$ cat src/rtl/rvx_spi_subordinate.sv
// SPI mode-0 subordinate with an RVX register interface: one RX byte buffer, one TX holding byte.
// Optional RX interrupt (CONTROL bit1 and the spi_irq port) built when RVX_SPI_SUBORDINATE_IRQ_EN is defined.
module rvx_spi_subordinate (
   input  logic        clock,
   input  logic        reset,
   input  logic [4:0]  rw_address,
   output logic [31:0] read_data,
   input  logic        read_request,
   output logic        read_response,
   input  logic [31:0] write_data,
   input  logic [3:0]  write_strobe,
   input  logic        write_request,
   output logic        write_response,
   input  logic        sclk,
   input  logic        mosi,
   input  logic        cs,
   output logic        miso
`ifdef RVX_SPI_SUBORDINATE_IRQ_EN
   ,
   output logic        spi_irq
`endif
);

   typedef enum logic {IDLE, ACTIVE} state_t;

   localparam logic [2:0] REG_TXDATA  = 3'd0;
   localparam logic [2:0] REG_RXDATA  = 3'd1;
   localparam logic [2:0] REG_STATUS  = 3'd2;
   localparam logic [2:0] REG_CONTROL = 3'd3;

   state_t     state_q, state_d;
   logic [1:0] sclk_sync, mosi_sync, cs_sync;
   logic       sclk_prev, cs_prev;
   logic       sclk_s, mosi_s, cs_s;
   logic       sclk_rise, sclk_fall, cs_fall, cs_rise;
   logic       start_frame, end_frame, shift_in, shift_out;
   logic       tx_load, byte_done;
   logic [7:0] rx_byte;

   logic [2:0] bit_count;
   logic [7:0] rx_shift, tx_shift, rx_data, tx_hold;
   logic       rx_valid, tx_full, overrun, enable, busy;
   logic       rx_irq_en_bit;
   logic [31:0] rd_value;
   logic       wr_en, wr_tx, wr_status, wr_control, rd_rx;
   logic       unused_bits;

   assign unused_bits = ^{write_data[31:8], write_strobe[3:1], rw_address[1:0]};

   // The cs synchronizer resets low so a frame already in progress at reset
   // release produces no falling edge and is ignored until cs cycles.
   always_ff @(posedge clock or posedge reset) begin
      if (reset) begin
         sclk_sync <= '0;
         mosi_sync <= '0;
         cs_sync   <= '0;
         sclk_prev <= 1'b0;
         cs_prev   <= 1'b0;
      end else begin
         // NOTE: non-blocking assignments let every flop sample the pre-edge value, forming a true shift chain.
         sclk_sync <= {sclk_sync[0], sclk};
         mosi_sync <= {mosi_sync[0], mosi};
         cs_sync   <= {cs_sync[0], cs};
         sclk_prev <= sclk_sync[1];
         cs_prev   <= cs_sync[1];
      end
   end

   assign sclk_s    = sclk_sync[1];
   assign mosi_s    = mosi_sync[1];
   assign cs_s      = cs_sync[1];
   assign sclk_rise = sclk_s & ~sclk_prev;
   assign sclk_fall = ~sclk_s & sclk_prev;
   assign cs_fall   = ~cs_s & cs_prev;
   assign cs_rise   = cs_s & ~cs_prev;
   assign busy      = ~cs_s & enable;

   always_ff @(posedge clock or posedge reset) begin
      if (reset) state_q <= IDLE;
      else       state_q <= state_d;
   end

   always_comb begin
      // NOTE: every output gets a default first so no path leaves a value held, which would infer a latch.
      state_d     = state_q;
      start_frame = 1'b0;
      end_frame   = 1'b0;
      shift_in    = 1'b0;
      shift_out   = 1'b0;
      case (state_q)
         IDLE: begin
            if (cs_fall && enable) begin
               state_d     = ACTIVE;
               start_frame = 1'b1;
            end
         end
         ACTIVE: begin
            if (cs_rise || !enable) begin
               state_d   = IDLE;
               end_frame = 1'b1;
            end else begin
               shift_in  = sclk_rise;
               shift_out = sclk_fall;
            end
         end
         default: state_d = IDLE;
      endcase
   end

   assign tx_load   = start_frame | (shift_out && bit_count == 3'd0);
   assign byte_done = shift_in && bit_count == 3'd7;
   assign rx_byte   = {rx_shift[6:0], mosi_s};
   assign miso      = (state_q == ACTIVE) & tx_shift[7];

   assign wr_en      = write_request & write_strobe[0];
   assign wr_tx      = wr_en && rw_address[4:2] == REG_TXDATA;
   assign wr_status  = wr_en && rw_address[4:2] == REG_STATUS;
   assign wr_control = wr_en && rw_address[4:2] == REG_CONTROL;
   assign rd_rx      = read_request && rw_address[4:2] == REG_RXDATA;

   // Later assignments in this block win: a bus write overrides a same-cycle
   // load clearing tx_full, and a byte completion overrides an RX read clear.
   always_ff @(posedge clock or posedge reset) begin
      if (reset) begin
         bit_count <= '0;
         rx_shift  <= '0;
         tx_shift  <= '0;
         rx_data   <= '0;
         tx_hold   <= '0;
         rx_valid  <= 1'b0;
         tx_full   <= 1'b0;
         overrun   <= 1'b0;
         enable    <= 1'b0;
      end else begin
         if (start_frame || end_frame) bit_count <= '0;
         else if (shift_in)            bit_count <= bit_count + 3'd1;

         if (shift_in) rx_shift <= rx_byte;

         if (tx_load)        tx_shift <= tx_full ? tx_hold : 8'hFF;
         else if (shift_out) tx_shift <= {tx_shift[6:0], 1'b0};

         if (tx_load) tx_full <= 1'b0;
         if (wr_tx) begin
            tx_hold <= write_data[7:0];
            tx_full <= 1'b1;
         end

         if (rd_rx) rx_valid <= 1'b0;
         if (wr_status && write_data[2]) overrun <= 1'b0;
         if (byte_done) begin
            if (!rx_valid || rd_rx) begin
               rx_data  <= rx_byte;
               rx_valid <= 1'b1;
            end else begin
               overrun <= 1'b1;
            end
         end

         if (wr_control) enable <= write_data[0];
      end
   end

`ifdef RVX_SPI_SUBORDINATE_IRQ_EN
   logic rx_irq_en;

   always_ff @(posedge clock or posedge reset) begin
      if (reset) begin
         rx_irq_en <= 1'b0;
         spi_irq   <= 1'b0;
      end else begin
         if (wr_control) rx_irq_en <= write_data[1];
         spi_irq <= rx_irq_en & (rx_valid | overrun);
      end
   end

   assign rx_irq_en_bit = rx_irq_en;
`else
   assign rx_irq_en_bit = 1'b0;
`endif

   always_comb begin
      rd_value = '0;
      case (rw_address[4:2])
         REG_TXDATA:  rd_value = {24'd0, tx_hold};
         REG_RXDATA:  rd_value = {24'd0, rx_data};
         REG_STATUS:  rd_value = {28'd0, busy, overrun, tx_full, rx_valid};
         REG_CONTROL: rd_value = {30'd0, rx_irq_en_bit, enable};
         default:     rd_value = '0;
      endcase
   end

   always_ff @(posedge clock or posedge reset) begin
      if (reset) begin
         read_data      <= '0;
         read_response  <= 1'b0;
         write_response <= 1'b0;
      end else begin
         read_data      <= read_request ? rd_value : 32'd0;
         read_response  <= read_request;
         write_response <= write_request;
      end
   end

endmodule

$ cat config.mk
export PLATFORM = sky130hd
export DESIGN_NAME = rvx_spi_subordinate
export DESIGN_NICKNAME = d
export VERILOG_FILES = /design/src/rtl/rvx_spi_subordinate.sv
export SDC_FILE = /design/constraint.sdc
export NUM_CORES = 1
export LEC_CHECK = 0
export ABC_AREA = 0
export BUFFER_PORTS_ARGS = -buffer_cell sky130_fd_sc_hd__buf_2
export CORE_MARGIN = 2
export CORE_UTILIZATION = 51
export DETAILED_ROUTE_END_ITERATION = 7
export PLACE_DENSITY = 0.85
export REMOVE_ABC_BUFFERS = 1
export SLEW_MARGIN = 20
export SYNTH_ARGS = -nofsm -noshare
export SYNTH_HDL_FRONTEND = slang
export SYNTH_SLANG_ARGS = --single-unit
$ cat constraint.sdc
create_clock -name clock -period 2.1 [get_ports clock]
set_input_delay 0.105 -clock clock [delete_from_list [all_inputs] [get_ports clock]]
set_output_delay 0.105 -clock clock [all_outputs]
set_load 0.01 [all_outputs]
* Word level (Yosys, flattened, before mapping) *
Index checks and enable logic that the tools add are counted.

word-level totals
  flip-flop bits (word level) = 81
  bits in latches = 0
  memory bits (writable) = 0
  ROM bits = 0
  output and inout bits = 35
  logic and storage cells = 80
  memories = 0

operators by class
  $add $sub $neg = 1
  multiply operators = 0
  div/mod/pow operators = 0
  order comparisons = 0
  eq/ne operators = 4
  shift-type cells = 0
  muxes and demuxes = 25
  bitwise operators = 13
  reduce and logical (&&, ||, !) cells = 19

operators with widths
  cell                                                                    number
  32-bit 2-to-1 mux                                                       1
  8-bit one-hot mux with 4 select lines                                   1
  8-bit 2-to-1 mux                                                        3
  1-bit 2-to-1 mux                                                        17
  1-bit logical AND                                                       8
  1-bit bitwise AND                                                       7
  3-bit by 2-bit equality test with 1-bit output (second input constant)  2
  3-bit zero test                                                         2
  3-bit 2-to-1 mux                                                        2
  2-bit nonzero test                                                      3
  1-bit inverter                                                          5
  3-bit by 1-bit adder with 3-bit output (second input constant)          1
  3-bit by 1-bit equality test with 1-bit output (second input constant)  1
  3-bit equality test (second input constant)                             1
  1-bit logical OR                                                        3
  1-bit zero test                                                         2
  1-bit one-hot mux with 2 select lines                                   1
  2-bit AND reduction                                                     1
  1-bit bitwise OR                                                        1

* Depth between registers and ports, before layout *
  depth after elaboration = 9
  gate-level depth with buffers = 6
  depth with buffers taken out = 5

* Worst setup path after synthesis *
Ideal clock, no wire load.

  path kind = register -> register
  from = register enable
  to = register tx_shift[1]
  arrival = 1.547 ns
  data required time = 1.975 ns
  path slack = 0.429 ns
  stages on the path, launching flop included = 5
  path buffers = 0
  period minus slack after synthesis = 1.671 ns
  cells stage by stage = dfrtp_1 > and4bb_2 > a21oi_4 > mux2_2 > mux2_2

on the way
  word-level cells in the longest chain between the ends = 7

ends and longest elaborated chain
  what                                                           RTL line  text
  start, declared                                                42        logic rx_valid, tx_full, overrun, enable, busy;
  start signal, assigned                                         160       if (wr_control) enable <= write_data[0];
  1-bit zero test                                                98        if (cs_rise || !enable) begin
  1-bit logical OR                                               98
  1-bit 2-to-1 mux                                               98
  1-bit 2-to-1 mux                                               90        case (state_q)
  1-bit logical AND                                              110       assign tx_load = start_frame | (shift_out && bit_count == 3'd0);
  1-bit bitwise OR                                               110
  8-bit 2-to-1 mux / 2-bit nonzero test (equally long branches)  n/a
  end signal, assigned                                           140       if (tx_load) tx_shift <= tx_full ? tx_hold : 8'hFF;
  end signal, assigned                                           141       else if (shift_out) tx_shift <= {tx_shift[6:0], 1'b0};
  end, declared                                                  41        logic [7:0] rx_shift, tx_shift, rx_data, tx_hold;

Parallel ways exist; a longest one is shown, timed or not.
A chain may end at the register's enable or synchronous reset.

* Worst setup path in the final report *
Same ends and word-level chain as after synthesis.

==> results.yml <==
setup_path:
  critPathTopFamily: "multiplexers"
  cp-end-kind: "flop"
  crit_chain: "and4bb_2 -> a21oi_4 -> mux2_2 -> mux2_2"
  crit_fanout: 9
  critical-path-slowest-cell: "dfrtp_1"
  cp_slowest_stage_delay_ps: 460
  critPathKind: "flop to flop"
  worst_ep_arrival_time_ps: 2050
  worstSetupPathDepth: 4
  crit_buf_inv: 0
  ff2ff_path_depth: 4
  cp.required_ps: 2310
  startpoint_type: "flop"
  cpMostUsedCell: "mux2_2"
global_route:
  grt_pass1_vias: 1653
  grt_pass1_wl_um: 7620
  grt_overflow: 0
  groute.usage.overall_pct: 16.9
  grt_max_degree: 58
  antenna_found_initial: 0
power_and_ir_drop:
  intPower_mw: 1.86
  power.leakage_nw: 1.54
  switchingPower_uw: 665
  irDropWorstVdd_mv: 0.366
  clkPwrFrac_pct: 31.2
  pwr-share-comb_pct: 15.6
  power_density_nw_per_um2: 836
  switching_share_pct: 26.3
  power_frac_seq_pct: 53.2
  p_total_mw: 2.53
min_path:
  hold_path_depth: 2
  hp-class: "primary input to flop"
floorplanning:
  ios: 83
  die_h_um: 76.2
  die_x_um: 76.2
  rows: 26
  dieArea_um2: 5810
  start_util_pct: 52.4
  core_um2: 5070
sta:
  tns_ps: 0
  finalSetupViolations: 0
  slew_violations: 0
  fin_crit_sh_pct: 87.7
  skew_ps: 3.98
  fmax_mhz: 543
  min_period_ps: 1840
  rsz0062_at_grt: "false"
  finalWorstSetupSlack_ps: 258
  finalHoldViolCount: 0
yosys:
  synth_area_per_cell_um2: 11.9
  synthDistinctLibCells: 39
  synth-edff-count: 0
  synthCells: 224
  synthesis.area_um2: 2660
  asyncSetResetFlopFracSynth_pct: 100
  synth_top_flop_cell: "dfrtp_1"
  ys_ff_latch: 57
  seq_area_frac_synth_pct: 53.6
  ys_warn_count: 0
final_layout:
  layout.nets: 320
  syn2layout_area_growth_pct: 13.6
  drive_gt1_share_pct: 27.6
  multiInputGateArea_um2: 1050
  seq_area_um2: 1430
  n_fill_cell: 405
  diodes: 0
  instances_no_fill: 342
  fin_util_pct: 59.5
clock_network:
  clock_path_buffers: 2
  numCtsBuffers: 9
  cts.sinks: 57
  clkTransAtPathRegs_ps: 60
  post_cts_resized: 0
  cts_max_level: 3
  clockRootBuffer: "clkbuf_8"
  cts_tree: "yes"
  clock_latency_ps: 320
placed_design:
  port_buffers: 29
  place_ws_ps: 276
  place_hpwl_um: 3180
  gp_congestion: 0.876
  dpl.cell_count: 321
routing:
  ant_nets: 0
  drt_pass1_iterations: 4
  detail_route.iter0.violations: 107
  vias: 1627
  drc: 0
  vias_per_cell: 4.76
  post_drt_wl_per_cell_um: 13.1
  routed_wl_um: 4460
status:
  status: "complete, no violations"
run:
  max_cap_viol_count: 0
[cell families (layout without fill, tap and decap cells)]
family / count (synthesis) / count (layout) / share of synthesized area, %
AOI/OAI and AO/OA: 14 / 14 / 3.91
xor gates and xnor gates: 1 / 1 / 0.329
adders and majority gates: 4 / 4 / 1.79
buffers and inverters: 43 / 68 / 10.5
DFF: 57 / 57 / 53.6
muxes: 39 / 39 / 17.4
other: 1 / 24 / 0.141
and+or+nand+nor: 65 / 65 / 12.3
[what timing repair did]
item,CTS,global route
hold buffers,7,0
buffers inserted,0,0
hold endpoints to repair,63,0
[sequential cells by signal, indices dropped and copies added, names as in the netlist, 2 cells and up]
register   flops
bit_count      3
cs_sync        2
mosi_sync      2
read_data      8
rx_data        8
rx_shift       7
sclk_sync      2
tx_hold        8
tx_shift       8
[power groups by stage]
stage                     combinational, mW  sequential (mW)  clock (mW)
after detailed placement              0.390             1.36           0
after global placement                0.373             1.35           0
after floorplan                       0.288             1.33           0
final                                 0.395             1.34       0.788
after CTS                             0.401             1.34       0.810
after global routing                  0.443             1.36       0.866
[area by class of cell]
| class | count | share of cell area (%) |
|---|---|---|
| inverter | 12 | 1.49 |
| multi-input combinational | 147 | 34.6 |
| clock buffer | 13 | 4.60 |
| sequential | 57 | 47.2 |
| clock inverter | 1 | 0.166 |
| timing repair buffer | 42 | 9.03 |
| tap | 70 | 2.90 |
[metrics by stage]
stage / hold WS, ps / cell area [µm²]
6_report: 14.3 / 3020
5_1_grt: 14.4 / 3020
4_1_cts: 1.52 / 3020
3_5_place_dp: 179 / 2810
3_3_place_gp: 175 / 2810
2_1_floorplan: 136 / 2510
[metal layers]
metal | share of wire, % | global-route usage (%)
met2 | 51 | 27.5
met3 | 3.4 | 3.79
met1 | 43 | 20.3
met5 | 0 | 0
met4 | 2.4 | 10.9
[cell usage after synthesis, drive strengths merged, types with 2 or more instances]
| cell | n | area (µm²) |
|---|---|---|
| o21ai | 3 | 18.8 |
| a21oi | 4 | 31.3 |
| mux2i | 17 | 170 |
| nand2b | 8 | 50.1 |
| mux2 | 21 | 267 |
| inv | 12 | 45.0 |
| nor2b | 5 | 33.8 |
| o31ai | 3 | 22.5 |
| ha | 3 | 37.5 |
| buf | 29 | 226 |
| and2 | 2 | 12.5 |
| nor2 | 12 | 45.0 |
| dfrtp | 57 | 1430 |
| nand2 | 29 | 109 |
| clkbuf | 2 | 7.51 |
[placed cells by master (no fill, tap or decap), drive strengths merged, types with 3 or more instances in the layout]
cell type and count:
dfrtp 57, buf 35, nand2 29, conb 24
mux2 21, mux2i 17, clkbuf 13, nor2 12
inv 12, nand2b 8, dlygate4sd3 7, nor2b 5
a21oi 4, o31ai 3, ha 3, o21ai 3
[worst reg2reg max path: stages, from the launching register on]
cell and delay [ps]:
dfrtp_1 460, and4bb_2 300, a21oi_4 330, mux2_2 380
mux2_2 250
[path summary, 6_finish.rpt]
path,slack [ps],startpoint,to
worst min-delay path,10,write_data[6],tx_hold[6]
worst min register to register,350,cs_sync[0],cs_sync[1]
worst max-delay path,260,enable,tx_shift[1]
worst max register to register,260,enable,tx_shift[1]
max in group asynchronous,1470,reset,rx_shift[4]
min in group asynchronous,380,reset,bit_count[0]
No activity file was read; power rests on OpenSTA's default activity.
